[config.mk]
export PLATFORM = sky130hd
export DESIGN_NAME = ef_tmr32_icap
export DESIGN_NICKNAME = d
export VERILOG_FILES = /design/src/rtl/ef_tmr32_icap.sv
export SDC_FILE = /design/constraint.sdc
export NUM_CORES = 1
export LEC_CHECK = 0
export ABC_AREA = 1
export CAP_MARGIN = 40
export CORE_AREA = 2 2 146 205
export CTS_BUF_LIST = sky130_fd_sc_hd__clkbuf_8
export CTS_CLUSTER_SIZE = 12
export DETAILED_ROUTE_END_ITERATION = 7
export DIE_AREA = 0 0 148 207
export GPL_ROUTABILITY_DRIVEN = 0
export GPL_TIMING_DRIVEN = 1
export SYNTH_ARGS = -nofsm -noshare
export SYNTH_HDL_FRONTEND = slang
export SYNTH_SLANG_ARGS = --single-unit
[constraint.sdc]
create_clock -name clk -period 3.7 [get_ports clk]
set_clock_uncertainty 0.1 [all_clocks]
set_input_delay 1.11 -clock clk [delete_from_list [all_inputs] [get_ports clk]]
set_output_delay 1.11 -clock clk [all_outputs]
set_load 0.01 [all_outputs]
[src/rtl/ef_tmr32_icap.sv]
`default_nettype none
// +-----------------------------------------------------------------------------+
// | Module : ef_tmr32_icap                                                       |
// | Brief  : timer input capture - sync/de-glitch, edge stamp FIFO, period delta |
// | Rev    : 1.0                                                                 |
// +-----------------------------------------------------------------------------+
module ef_tmr32_icap #(
  parameter int AW    = 2,
  parameter int FLT_N = 4
) (
  input  logic        clk,
  input  logic        rst_n,
  input  logic        en,
  input  logic [31:0] tmr,
  input  logic        cap_in,
  input  logic [1:0]  edge_sel,
  input  logic        flt_en,
  input  logic        rd,
  input  logic        ovf_clr,
  output logic [31:0] cap_data,
  output logic        cap_pol,
  output logic        empty,
  output logic        full,
  output logic [AW:0] level,
  output logic        ovf,
  output logic [31:0] cap_delta,
  output logic        delta_vld
);

  localparam int            c_depth_i = 1 << AW;
  localparam logic [AW:0]   c_depth   = (AW+1)'(c_depth_i);
  localparam logic [7:0]    c_run_max = 8'(FLT_N - 1);
  localparam logic [AW-1:0] c_ptr_one = AW'(1);

  logic          r_sync1, r_sync2, r_flt, r_prev;
  logic [7:0]    r_run;
  logic [AW-1:0] r_wp, r_rp;
  logic [AW:0]   r_level;
  logic [32:0]   r_mem [c_depth_i];
  logic [32:0]   r_head;
  logic          r_ovf, r_dvld, r_seen;
  logic [31:0]   r_delta, r_prev_stamp;

  logic          w_f, w_rise, w_fall, w_cap, w_push, w_pop, w_drop;
  logic [AW:0]   w_lvl_mid;
  logic [AW-1:0] w_rp_nxt;

  assign w_f    = flt_en ? r_flt : r_sync2;
  assign w_rise = w_f & ~r_prev;
  assign w_fall = ~w_f & r_prev;
  assign w_cap  = en & ((w_rise & edge_sel[0]) | (w_fall & edge_sel[1]));

  assign full   = (r_level == c_depth);
  assign empty  = (r_level == '0);
  assign w_push = w_cap & (~full | rd);
  assign w_pop  = rd & ~empty;
  assign w_drop = w_cap & full & ~rd;

  assign w_lvl_mid = r_level - (AW+1)'(w_pop);
  assign w_rp_nxt  = w_pop ? (r_rp + c_ptr_one) : r_rp;

  // Filter follows s while bypassed so enabling it never starts from a stale level
  always_ff @(posedge clk or negedge rst_n) begin
    if (!rst_n) begin
      r_sync1 <= 1'b0;
      r_sync2 <= 1'b0;
      r_flt   <= 1'b0;
      r_run   <= '0;
      r_prev  <= 1'b0;
    end else begin
      r_sync1 <= cap_in;
      r_sync2 <= r_sync1;
      r_prev  <= w_f;
      if (!flt_en) begin
        r_flt <= r_sync2;
        r_run <= '0;
      end else if (r_sync2 == r_flt) begin
        r_run <= '0;
      end else if (r_run == c_run_max) begin
        r_flt <= r_sync2;
        r_run <= '0;
      end else begin
        r_run <= r_run + 8'd1;
      end
    end
  end

  always_ff @(posedge clk) begin
    if (w_push) r_mem[r_wp] <= {w_f, tmr};
  end

  // r_head pre-loads the next head so the output holds its value once drained
  always_ff @(posedge clk or negedge rst_n) begin
    if (!rst_n) begin
      r_wp    <= '0;
      r_rp    <= '0;
      r_level <= '0;
      r_head  <= '0;
    end else if (!en) begin
      r_wp    <= '0;
      r_rp    <= '0;
      r_level <= '0;
    end else begin
      if (w_push) r_wp <= r_wp + c_ptr_one;
      r_rp    <= w_rp_nxt;
      r_level <= r_level + (AW+1)'(w_push) - (AW+1)'(w_pop);
      if (w_push || (w_lvl_mid != '0)) begin
        if (w_lvl_mid == '0) r_head <= {w_f, tmr};
        else                 r_head <= r_mem[w_rp_nxt];
      end
    end
  end

  always_ff @(posedge clk or negedge rst_n) begin
    if (!rst_n) begin
      r_delta      <= '0;
      r_prev_stamp <= '0;
      r_dvld       <= 1'b0;
      r_seen       <= 1'b0;
    end else if (!en) begin
      r_prev_stamp <= '0;
      r_dvld       <= 1'b0;
      r_seen       <= 1'b0;
    end else if (w_cap) begin
      r_delta      <= tmr - r_prev_stamp;
      r_prev_stamp <= tmr;
      r_dvld       <= r_seen;
      r_seen       <= 1'b1;
    end
  end

  always_ff @(posedge clk or negedge rst_n) begin
    if (!rst_n)       r_ovf <= 1'b0;
    else if (w_drop)  r_ovf <= 1'b1;
    else if (ovf_clr) r_ovf <= 1'b0;
  end

  assign cap_data  = r_head[31:0];
  assign cap_pol   = r_head[32];
  assign level     = r_level;
  assign ovf       = r_ovf;
  assign cap_delta = r_delta;
  assign delta_vld = r_dvld;

endmodule
`default_nettype wire
# After elaboration in Yosys (flattened, before gate mapping)
# Memory sizes are Yosys's and may differ from the RTL's.
# Index checks and enable logic that the tools add are counted.
dict set report word_totals {
  ff_bits 119
  ram_bits 132
  out_inout_bits 72
  n_memories 1
}
dict set report classes {
  n_addsub 7
  n_eq_ne 7
  mux 23
  bitwise 16
  reduce_logical 8
}
# name words width read_ports rd_clocked_by_memory_dff wr line_no
set memory_table {}
lappend memory_table {r_mem 4 33 1 0 1 39} ;# logic [32:0] r_mem [c_depth_i];
# operator n
set ops {}
lappend ops {{$mux W32} 2}
lappend ops {{$mux W33} 1}
lappend ops {{$sub A32 B32 Y32} 1}
lappend ops {{$mux W8} 3}
lappend ops {{$mux W1} 12}
lappend ops {{$and A1 B1 Y1} 9}
lappend ops {{$add A8 B1 Y8 const B} 1}
lappend ops {{$eq A8 B2 Y1 const B} 1}
lappend ops {{$mux W2} 4}
lappend ops {{$logic_not A3 Y1} 2}
lappend ops {{$ne A2 B1 Y1 const B} 3}
lappend ops {{$reduce_and A2 Y1} 3}
lappend ops {{$sub A3 B1 Y3} 2}
lappend ops {{$not A1 Y1} 5}
lappend ops {{$add A2 B1 Y2 const B} 2}
lappend ops {{$add A3 B1 Y3} 1}
lappend ops {{$eq A3 B3 Y1 const B} 1}
lappend ops {{$mux W3} 1}
lappend ops {{$reduce_bool A3 Y1} 1}
lappend ops {{$ne A2 B2 Y1 const B} 1}
lappend ops {{$or A1 B1 Y1} 2}
lappend ops {{$reduce_bool A2 Y1} 1}
lappend ops {{$eq A1 B1 Y1} 1}
lappend ops {{$logic_or A1 B1 Y1} 1}

# Logic depth before layout (Yosys ltp)
dict set report logic_depth {
  ltp_word 10
  ltp_mapped 15
  ltp_nobuf 15
}

# Worst setup path before layout
# OpenSTA, ideal clock, no wires.
dict set report synth_timing {
  path_kind {in2reg}
  from {in flt_en}
  to {mem r_mem[0][0] (enable)}
  setup_ps 423
  t_arrival_ps 3128
  setup_slack_ps 49
  cell_stages 9
  path_buffers 0
  path_cell_list {inv_1 -> nand2_1 -> nand2_2 -> nand3b_1 -> nand2_2 -> nand2_4 -> inv_4 -> nand2_4 -> nor2_1}
}
dict set report synth_between {
  elab_chain_cells 9
  word_cells_on_any_way 11
  classes_between {mux: 3; bitwise: 8}
}
# element line_no
set synth_lines {}
lappend synth_lines {{start, declared} 17} ;# input logic flt_en,
lappend synth_lines {{$mux W1 (*)} 48} ;# assign w_f = flt_en ? r_flt : r_sync2;
lappend synth_lines {{via w_f} 44} ;# logic w_f, w_rise, w_fall, w_cap, w_push, w_pop, w_drop;
lappend synth_lines {{$not A1 Y1} 50} ;# assign w_fall = ~w_f & r_prev;
lappend synth_lines {{$and A1 B1 Y1} 50}
lappend synth_lines {{$and A1 B1 Y1} 51} ;# assign w_cap = en & ((w_rise & edge_sel[0]) | (w_fall & edge_sel[1]));
lappend synth_lines {{$or A1 B1 Y1 (*)} 51}
lappend synth_lines {{$and A1 B1 Y1 (*)} 51}
lappend synth_lines {{$and A1 B1 Y1 (*)} 55} ;# assign w_push = w_cap & (~full | rd);
lappend synth_lines {{$mux W1 (*)} 89} ;# if (w_push) r_mem[r_wp] <= {w_f, tmr};
lappend synth_lines {{$mux W1 (implied by the code) (*)} 89}
lappend synth_lines {{end, declared} 39}
# The timed path passes the listed nets; every way through them passes the cells marked *.

# Worst setup path in the final report
dict set report layout_timing {
  from {reg r_level[0], in the netlist level[0]}
  to {out empty}
}
dict set report layout_between {
  elab_chain_cells 1
}
# element line_no
set layout_lines {}
lappend layout_lines {{start, declared} 38} ;# logic [AW:0] r_level;
lappend layout_lines {{start signal, assigned} 106} ;# r_level <= r_level + (AW+1)'(w_push) - (AW+1)'(w_pop);
lappend layout_lines {{$logic_not A3 Y1} 54} ;# assign empty = (r_level == '0);
lappend layout_lines {{end, declared} 22} ;# output logic empty,
# Every way passes these cells.

==> impl_metrics.yaml <==
yosys:
  synth-edff-count: 132
  synth_top_family_by_area: "simple AND/OR/NAND/NOR gates"
  yosys.area_share.simple_pct: 29.2
  synth_compound_area_share_pct: 3.60
  synth-xor-area-share_pct: 1.24
  synth_seq_cells: 251
  synth-adder-area-share_pct: 4.14
  synthMuxAreaShare_pct: 0
  syn_inst: 1540
  synth.distinct_cells: 37
  syn_nets: 1622
  syn_avg_cell_area_um2: 8.28
  ys_seq_area_share_pct: 54.4
  yosysWarnings: 0
  synth_area_um2: 12800
  synthFlopType: "edfxtp_1"
  synth_async_sr_flop_share_pct: 47.4
die:
  die_h_um: 207
  core_um2: 28900
  rows: 74
  io_pins: 113
  die_area_um2: 30600
  start_util_pct: 44.2
  fp.dieW_um: 148
cells_and_area:
  area_delta_synth_final_pct: 20.7
  insertedDiodeCount: 0
  drive_gt1_share_pct: 7.93
  fin_nets: 1777
global_routing:
  grt_usage_pct: 22.3
  grt_pass1_wl_um: 54200
  globalRouteOverflowTotal: 0
  grt_max_degree: 51
  grt_pass1_vias: 10200
  antenna_found_initial: 0
drt:
  vias: 10400
  routed_via_density: 4.92
  drt_wl_total_um: 33700
  wl_per_cell_um: 16.0
  drc: 0
  drt_iter0_drc: 583
  antenna_left: 0
  dr.pass1.iters: 5
setup_path:
  worstSetupStartpointType: "flop"
  endpoint_kind: "primary output"
  critical_path_class: "flop to primary output"
  required_ps: 2490
  critPathArrivalTime_ps: 1860
  cp_max_fo: 4
clock_network:
  cts_buffers: 42
  post-cts-setup-buffers: 0
  cts_root_buf: "clkbuf_8"
  cts_htree_levels: 2
  post_cts_resized: 0
  holdBufCountCts: 0
  clock-sinks: 251
  clk_pin_slew_worst_paths_ps: 60
  cts_tree: "yes"
  clk_path_buf_depth: 3
  clk-insertion-delay-late_ps: 560
sta:
  fin_crit_ps: 3070
  tns_ps: 0
  layout_worst_path_cycle_share_pct: 83.1
  maxSlewViolCount: 0
  hold_viol: 0
  timing.fmax_mhz: 325
  setup_slack_ps: 626
  rsz0062_at_grt: "no"
  setup_viol: 0
  worstMarginPinSlew_ps: 844
  relSlewSlack_pct: 43.7
pwr:
  p_leak_uw: 0.00739
  powerDensity_nw_per_um2: 652
  ir_drop_v: 0.000546
placement:
  dp_hpwl_um: 22900
  port-buffer-count: 112
  dp_slack_ps: 58.7
flow_run:
  max-cap-violations: 0
worst_hold_path:
  worstHoldPathType: "flop to flop"
outcome:
  outcome: "complete, no violations"
flip-flops by register name (all words and copies together) (netlist names), 2 cells and up:
name	cells
r_mem	132
r_wp	2
r_head	33
r_run	8
cap_delta	32
level	3
r_prev_stamp	32
r_rp	2
cell usage in the layout, fill, tap and decap left out, types with 2 or more instances in the layout:
| cell | instances |
|---|---|
| nand2_1 | 612 |
| inv_1 | 181 |
| nand3_1 | 146 |
| edfxtp_1 | 132 |
| dfrtp_1 | 119 |
| nor2_1 | 113 |
| clkdlybuf4s50_1 | 111 |
| o21ai_0 | 50 |
| buf_4 | 48 |
| clkbuf_8 | 45 |
| ha_1 | 39 |
| a21oi_1 | 25 |
| xnor2_1 | 14 |
| nor2_2 | 11 |
| clkinv_1 | 10 |
| nor3_1 | 7 |
| clkinv_2 | 7 |
| nand3b_1 | 6 |
| buf_12 | 6 |
| nand4_1 | 5 |
| nand2_2 | 5 |
| xor2_1 | 4 |
| inv_2 | 4 |
| o21bai_1 | 3 |
| nor3b_1 | 3 |
| bufinv_16 | 3 |
| a22o_1 | 2 |
| o22ai_1 | 2 |
| nand2_4 | 2 |
| fa_1 | 2 |
synth_stat cells (2+ instances only):
cell type | n | area [um2]
nand2_1 | 614 | 2300
inv_1 | 171 | 642
nand3_1 | 146 | 731
edfxtp_1 | 132 | 3960
dfrtp_1 | 119 | 2980
nor2_1 | 117 | 439
o21ai_0 | 50 | 250
ha_1 | 39 | 488
a21oi_1 | 25 | 125
buf_2 | 25 | 125
clkbuf_1 | 17 | 63.8
xnor2_1 | 14 | 123
buf_4 | 8 | 60.1
nor2_2 | 7 | 43.8
nor3_1 | 7 | 35.0
nand3b_1 | 6 | 45.0
nand4_1 | 5 | 31.3
inv_2 | 4 | 15.0
xor2_1 | 4 | 35.0
nand2_2 | 3 | 18.8
nor3b_1 | 3 | 22.5
o21bai_1 | 3 | 22.5
a22o_1 | 2 | 17.5
buf_1 | 2 | 7.51
buf_6 | 2 | 22.5
fa_1 | 2 | 40.0
nand2_4 | 2 | 22.5
o22ai_1 | 2 | 12.5
through the flow:
| stage | cell area, um2 | utilization (%) | total power, uW | hold WS (ps) | std cells |
|---|---|---|---|---|---|
| 6_report | 15400 | 53.3 | 10000 | 247 | 2108 |
| 5_1_grt | 15400 | 53.3 | 10800 | 255 | 2108 |
| 4_1_cts | 15400 | 53.3 | 10200 | 247 | 2108 |
| 3_5_place_dp | 14600 | 50.4 | 7640 | 236 | 2031 |
| 3_3_place_gp | 14600 | 50.4 | 7600 | 236 | 2031 |
| 2_1_floorplan | 12800 | - | 6090 | 231 | 1540 |
cell type report:
class	count	area, um2
inverter	176	663
clock inverter	32	216
fill	2777	13500
multi-input combinational	1059	4890
timing repair buffer	165	1590
clock buffer	45	619
sequential	251	6940
tap	380	475
critical path: stages (launching register included):
cell             delay [ps]
dfrtp_1                 430
inv_1                   100
nand3_1                 150
inv_1                    80
clkdlybuf4s50_1         540
report_power, final:
group | switching [uW] | leakage (uW) | total (uW) | internal [uW]
Combinational | 2380 | 0.00420 | 3980 | 1590
Sequential | 219 | 0.00272 | 3580 | 3360
Clock | 1140 | 0.000467 | 2480 | 1340
Total | 3740 | 0.00739 | 10000 | 6290
kinds of logic (layout without fill, tap and decap cells):
group | after synthesis | count (layout)
XOR/XNOR | 18 | 18
AND/OR/NAND/NOR | 914 | 914
AO/OA/AOI/OAI | 86 | 86
adder cells (fa/ha/maj) | 41 | 41
buffers and inverters | 230 | 418
flip-flops | 251 | 251
final timing paths:
check | from | end | slack [ps] | depth (start not counted)
setup / recovery | level[0] | empty | 630 | 4
hold / removal | r_sync1 | r_sync2 | 250 | 0
setup reg to reg | level[0] | r_head[11] | 1160 | 14
hold reg to reg | r_sync1 | r_sync2 | 250 | 0
max in group asynchronous | rst_n | cap_delta[0] | 2310 | 2
min in group asynchronous | rst_n | r_sync1 | 520 | 1
layer usage:
| metal | share of wire, % | global-route usage (%) | vias to the layer above |
|---|---|---|---|
| met1 | 44 | 28.8 | 4838 |
| li1 | - | - | 5199 |
| met2 | 48 | 37.9 | 250 |
| met5 | 0 | 0 | - |
| met3 | 4.5 | 3.11 | 76 |
| met4 | 3.7 | 8.67 | 0 |
Power figures use the tool's default switching activity.
